**src/rtl/video_src_switch.sv**
```systemverilog
// Frame-synchronous N-input video source selector: full-frame, horizontal split or blank,
// with control changes committed only at the rising edge of V and one cen-cycle output latency.
module video_src_switch #(
    parameter int                    NUM_SRC = 4,
    parameter int                    DATA_W  = 20,
    parameter int                    PIX_W   = 12,
    parameter logic [DATA_W/2-1:0]   BLANK_Y = 'h040,
    parameter logic [DATA_W/2-1:0]   BLANK_C = 'h200,
    localparam int                   SEL_W   = (NUM_SRC > 1) ? $clog2(NUM_SRC) : 1
) (
    input  logic                      clk_i,
    input  logic                      rst_i,
    input  logic                      cen_i,
    input  logic [NUM_SRC*DATA_W-1:0] vdat_i,
    input  logic [3:0]                fvht_i,
    input  logic [SEL_W-1:0]          sel_a_i,
    input  logic [SEL_W-1:0]          sel_b_i,
    input  logic [1:0]                mode_i,
    input  logic [PIX_W-1:0]          split_col_i,
    output logic [3:0]                fvht_o,
    output logic [DATA_W-1:0]         video_o,
    output logic                      pending_o,
    output logic                      switch_o
);

    localparam logic [PIX_W-1:0] COL_MAX = '1;

    logic [SEL_W-1:0]  sel_a_q, sel_b_q;
    logic [1:0]        mode_q;
    logic [PIX_W-1:0]  split_q;
    logic [PIX_W-1:0]  col_q, col_d;
    logic              prev_v_q;
    logic [DATA_W-1:0] video_q, video_d;
    logic [3:0]        fvht_q;
    logic              switch_q;

    logic              v_rise;
    logic [SEL_W-1:0]  src;
    logic              blank;

    assign v_rise = fvht_i[2] & ~prev_v_q;

    // Source choice uses committed control and the pre-increment column.
    always_comb begin
        src     = ((mode_q == 2'd1) && (col_q >= split_q)) ? sel_b_q : sel_a_q;
        blank   = mode_q[1] | (32'(src) >= NUM_SRC);
        video_d = {BLANK_Y, BLANK_C};
        for (int k = 0; k < NUM_SRC; k++) begin
            if (!blank && (src == SEL_W'(k)))
                video_d = vdat_i[k*DATA_W +: DATA_W];
        end
    end

    always_comb begin
        col_d = col_q;
        if (fvht_i[1])
            col_d = '0;
        else if (col_q != COL_MAX)
            col_d = col_q + 1'b1;
    end

    // In full-frame mode the secondary source and split column do not matter.
    assign pending_o = (mode_i != mode_q) || (sel_a_i != sel_a_q) ||
                       ((mode_i != 2'd0) && ((sel_b_i != sel_b_q) || (split_col_i != split_q)));

    always_ff @(posedge clk_i) begin
        if (rst_i) begin
            sel_a_q  <= '0;
            sel_b_q  <= '0;
            mode_q   <= '0;
            split_q  <= '0;
            col_q    <= '0;
            prev_v_q <= 1'b1;
            video_q  <= '0;
            fvht_q   <= '0;
            switch_q <= 1'b0;
        end else begin
            switch_q <= cen_i & v_rise;
            if (cen_i) begin
                video_q  <= video_d;
                fvht_q   <= fvht_i;
                col_q    <= col_d;
                prev_v_q <= fvht_i[2];
                if (v_rise) begin
                    sel_a_q <= sel_a_i;
                    sel_b_q <= sel_b_i;
                    mode_q  <= mode_i;
                    split_q <= split_col_i;
                end
            end
        end
    end

    assign video_o  = video_q;
    assign fvht_o   = fvht_q;
    assign switch_o = switch_q;

endmodule
```
**config.mk**
```make
export PLATFORM = sky130hd
export DESIGN_NAME = video_src_switch
export DESIGN_NICKNAME = d
export VERILOG_FILES = /design/src/rtl/video_src_switch.sv
export SDC_FILE = /design/constraint.sdc
export NUM_CORES = 1
export LEC_CHECK = 0
export ABC_CLOCK_PERIOD_IN_PS = 2900
export CAP_MARGIN = 10
export CELL_PAD_IN_SITES_DETAIL_PLACEMENT = 1
export CELL_PAD_IN_SITES_GLOBAL_PLACEMENT = 1
export CORE_UTILIZATION = 31
export CTS_BUF_LIST = sky130_fd_sc_hd__clkbuf_8
export CTS_CLUSTER_DIAMETER = 150
export DETAILED_ROUTE_END_ITERATION = 16
export HOLD_SLACK_MARGIN = 0.05
export PLACE_DENSITY_LB_ADDON = 0.2
export SKIP_LAST_GASP = 1
export SYNTH_ARGS = -nofsm -noshare
export SYNTH_HDL_FRONTEND = slang
export SYNTH_SLANG_ARGS = --single-unit
```
**constraint.sdc**
```tcl
create_clock -name clk_i -period 2.9 [get_ports clk_i]
set_clock_uncertainty 0.1 [all_clocks]
set_input_delay 0.435 -clock clk_i [delete_from_list [all_inputs] [get_ports clk_i]]
set_output_delay 0.435 -clock clk_i [all_outputs]
set_load 0.1 [all_outputs]
```
==> flow_metrics.py <==
metrics = {
    "finish": {
        "areaGrowthSynthToFinish_pct": 48.26,
        "fin_area_um2": 4643,
        "fill_cells": 1183,
        "fin_nets": 624,
        "fin_cells": 640,
        "layout-drive-gt1-share_pct": 10.85,
        "diodes": 0,
        "utilization_pct": 47.50,
    },
    "setup_path": {
        "worstSetupPathType": "flip-flop to flip-flop",
        "critPathArrivalTime_ns": 2.83,
        "max_stage_delay_ns": 0.42,
        "cp.required_ns": 2.98,
        "crit_path_end_kind": "flip-flop",
        "start_kind": "flip-flop",
        "crit_family": "compound AO/OA/AOI/OAI gates",
        "crit_chain": "inv_1 -> ha_1 -> a21oi_1 -> nor2_1 -> o31ai_4 -> nand3_4 -> mux2_4 -> a222oi_1 -> a211oi_1",
        "cpMaxStageDelayCell": "mux2_4",
        "crit_buf_inv": 1,
        "critPathMaxFanout": 9,
    },
    "drt": {
        "dr.pass1.iters": 5,
        "vias": 3292,
        "wl_um": 11170,
        "vias_per_cell": 5.144,
        "wl_per_cell_um": 17.46,
        "drc": 0,
        "ant_nets": 0,
        "dr.first_iter.drc_count": 96,
    },
    "logic_synthesis": {
        "ys.flop_type": "dfxtp_1",
        "synth_nets": 501,
        "synth_area_leaders": "dfxtp_1 36%, a21oi_1 6.9%, nand2_1 5.8%",
        "synth_cell_types": 43,
        "synth_most_common_cell": "dfxtp_1",
        "synthesis.area_um2": 3132,
        "synth_top_area_share_pct": 35.80,
        "avgSynthCellArea_um2": 8.177,
        "ys_ff_latch": 56,
        "synthCells": 383,
        "yosys.area.top_type": "dfxtp_1",
        "synth-edff-count": 0,
        "seq_area_frac_synth_pct": 35.80,
        "ys_warn_count": 0,
        "netlist_top_cells_count": "56 x dfxtp_1, 48 x nand2_1, 43 x a21oi_1, 43 x nor2_1, 19 x inv_1",
        "async_flop_share_pct": 0,
    },
    "placement": {
        "preCtsSetupSlack_ns": 0.1068,
        "gp_congestion": 0.7567,
        "dpl-instance-area_um2": 4532,
        "dp.cells": 631,
        "dp_hpwl_um": 8449,
        "io_buffers": 130,
    },
    "grt": {
        "grt_overflow": 0,
        "antenna_found_initial": 0,
        "first_global_vias": 3439,
        "grt_pass1_wl_um": 17140,
        "grt_max_degree": 24,
        "grtUsageTotal_pct": 21.05,
    },
    "timing": {
        "tightest_slew_ns": 0.5407,
        "fin_hold_ws_ns": 0.3679,
        "setup_viol": 0,
        "setup_ws_ns": 0.1500,
        "max_slew_margin_pct": 63.56,
        "period_share_pct": 94.83,
        "fin_crit_ns": 2.750,
        "tns_ns": 0,
        "slew_violations": 0,
        "final_hold_viol_count": 0,
        "rsz0062_at_grt": "true",
        "fmax_mhz": 363.6,
    },
    "status": {
        "outcome": "completed",
    },
    "power": {
        "cellLeakagePower_nw": 1.690,
        "switching_share_pct": 33.16,
        "p_comb_share_pct": 30.3,
        "p_seq_share_pct": 45.2,
        "p_int_mw": 1.222,
        "peakVddDrop_mv": 0.1963,
        "power_switching_uw": 606.1,
        "clkPwrFrac_pct": 24.5,
        "power_mw": 1.828,
        "power_density_nw_per_um2": 393.6,
    },
    "clocking": {
        "cts_buffers": 5,
        "cts_root_buf": "clkbuf_8",
        "cts_hold_buf": 0,
        "clock_sinks": 56,
        "clk_pin_slew_ns": 0.11,
        "cts_max_level": 2,
        "insertion_delay_ns": 0.31,
        "clk_path_buf_depth": 2,
        "cts_tree": "built",
        "post_cts_buffers": 0,
    },
    "floorplanning": {
        "io_pins": 131,
        "dieArea_um2": 10510,
        "rows": 36,
        "die_w_um": 102.5,
        "coreArea_um2": 9774,
        "die_h_um": 102.5,
        "initial_core_util_pct": 32.04,
    },
    "flow_run": {
        "maxCapViolations": 0,
    },
    "worst_hold_path": {
        "min_path_type": "flip-flop to flip-flop",
    },
}
## sequential cells by signal, summed over array words and instances, names as in the netlist
signal	count
video_o	20
sel_b_q	2
fvht_o	4
mode_q	2
sel_a_q	2
split_q	12
switch_o	1
prev_v_q	1
col_q	12
## worst min-delay path: stages, from the launching register on
cell,delay (ns)
dfxtp_1,0.33
nand2_1,0.05
o31ai_1,0.05
## kinds of logic after synthesis
group / after synthesis / synth area share (%)
buffers and inverters: 44 / 5.793
XOR/XNOR: 27 / 7.551
AND/OR/NAND/NOR: 138 / 19.98
adder cells (fa/ha/maj): 13 / 5.194
AO/OA/AOI/OAI: 93 / 21.21
flip-flops: 56 / 35.80
multiplexers: 12 / 4.474
## cell usage in the layout, fill, tap and decap left out, types with 8 or more instances in the layout
| cell type | instances |
|---|---|
| clkdlybuf4s50_1 | 103 |
| dfxtp_1 | 55 |
| nand2_1 | 48 |
| nor2_1 | 43 |
| a21oi_1 | 43 |
| buf_4 | 33 |
| inv_1 | 21 |
| xnor2_1 | 18 |
| a222oi_1 | 17 |
| a211oi_1 | 17 |
| ha_1 | 13 |
| nor3_1 | 11 |
| xor2_1 | 9 |
| nand3_1 | 9 |
| mux2i_1 | 8 |
## power by group through the flow
stage | logic, mW | registers [mW] | clock network [mW]
3_3_place_gp | 0.546 | 0.842 | 0
3_5_place_dp | 0.553 | 0.843 | 0
5_1_grt | 0.588 | 0.830 | 0.503
2_1_floorplan | 0.143 | 1.02 | 0
4_1_cts | 0.555 | 0.826 | 0.474
6_report | 0.554 | 0.826 | 0.448
## final timing paths
path | startpoint | cells after the start | slack (ns) | to
worst min-delay path | video_o[18] | 2 | 0.37 | video_o[18]
worst max register to register | split_q[7] | 9 | 0.15 | video_o[14]
worst max-delay path | split_q[7] | 9 | 0.15 | video_o[14]
worst min register to register | video_o[18] | 2 | 0.37 | video_o[18]
## routing by layer
| layer | routed length [um] | up-vias | share of wire (%) | GRT usage (%) |
|---|---|---|---|---|
| met4 | 256 | 0 | 2.3 | 6.264 |
| li1 | - | 1611 | - | - |
| met3 | 476 | 18 | 4.3 | 3.186 |
| met2 | 5737 | 78 | 51 | 39.03 |
| met1 | 4703 | 1585 | 42 | 24.84 |
| met5 | 0 | - | 0 | 0 |
## timing repair
item                       4_1_cts  5_1_grt
gates resized for setup          0        3
setup endpoints to repair        0       18
hold endpoints to repair         0        0
## area by class of cell
type | count | area, um2 | share of cell area, %
Multi-Input combinational cell | 284 | 1849 | 39.83
Timing Repair Buffer | 140 | 1344 | 28.94
Sequential cell | 56 | 1122 | 24.17
Tap cell | 133 | 166.4 | 3.584
Clock buffer | 6 | 82.58 | 1.778
Inverter | 19 | 71.32 | 1.536
Clock inverter | 2 | 7.507 | 0.1617
Power figures use the tool's default switching activity.
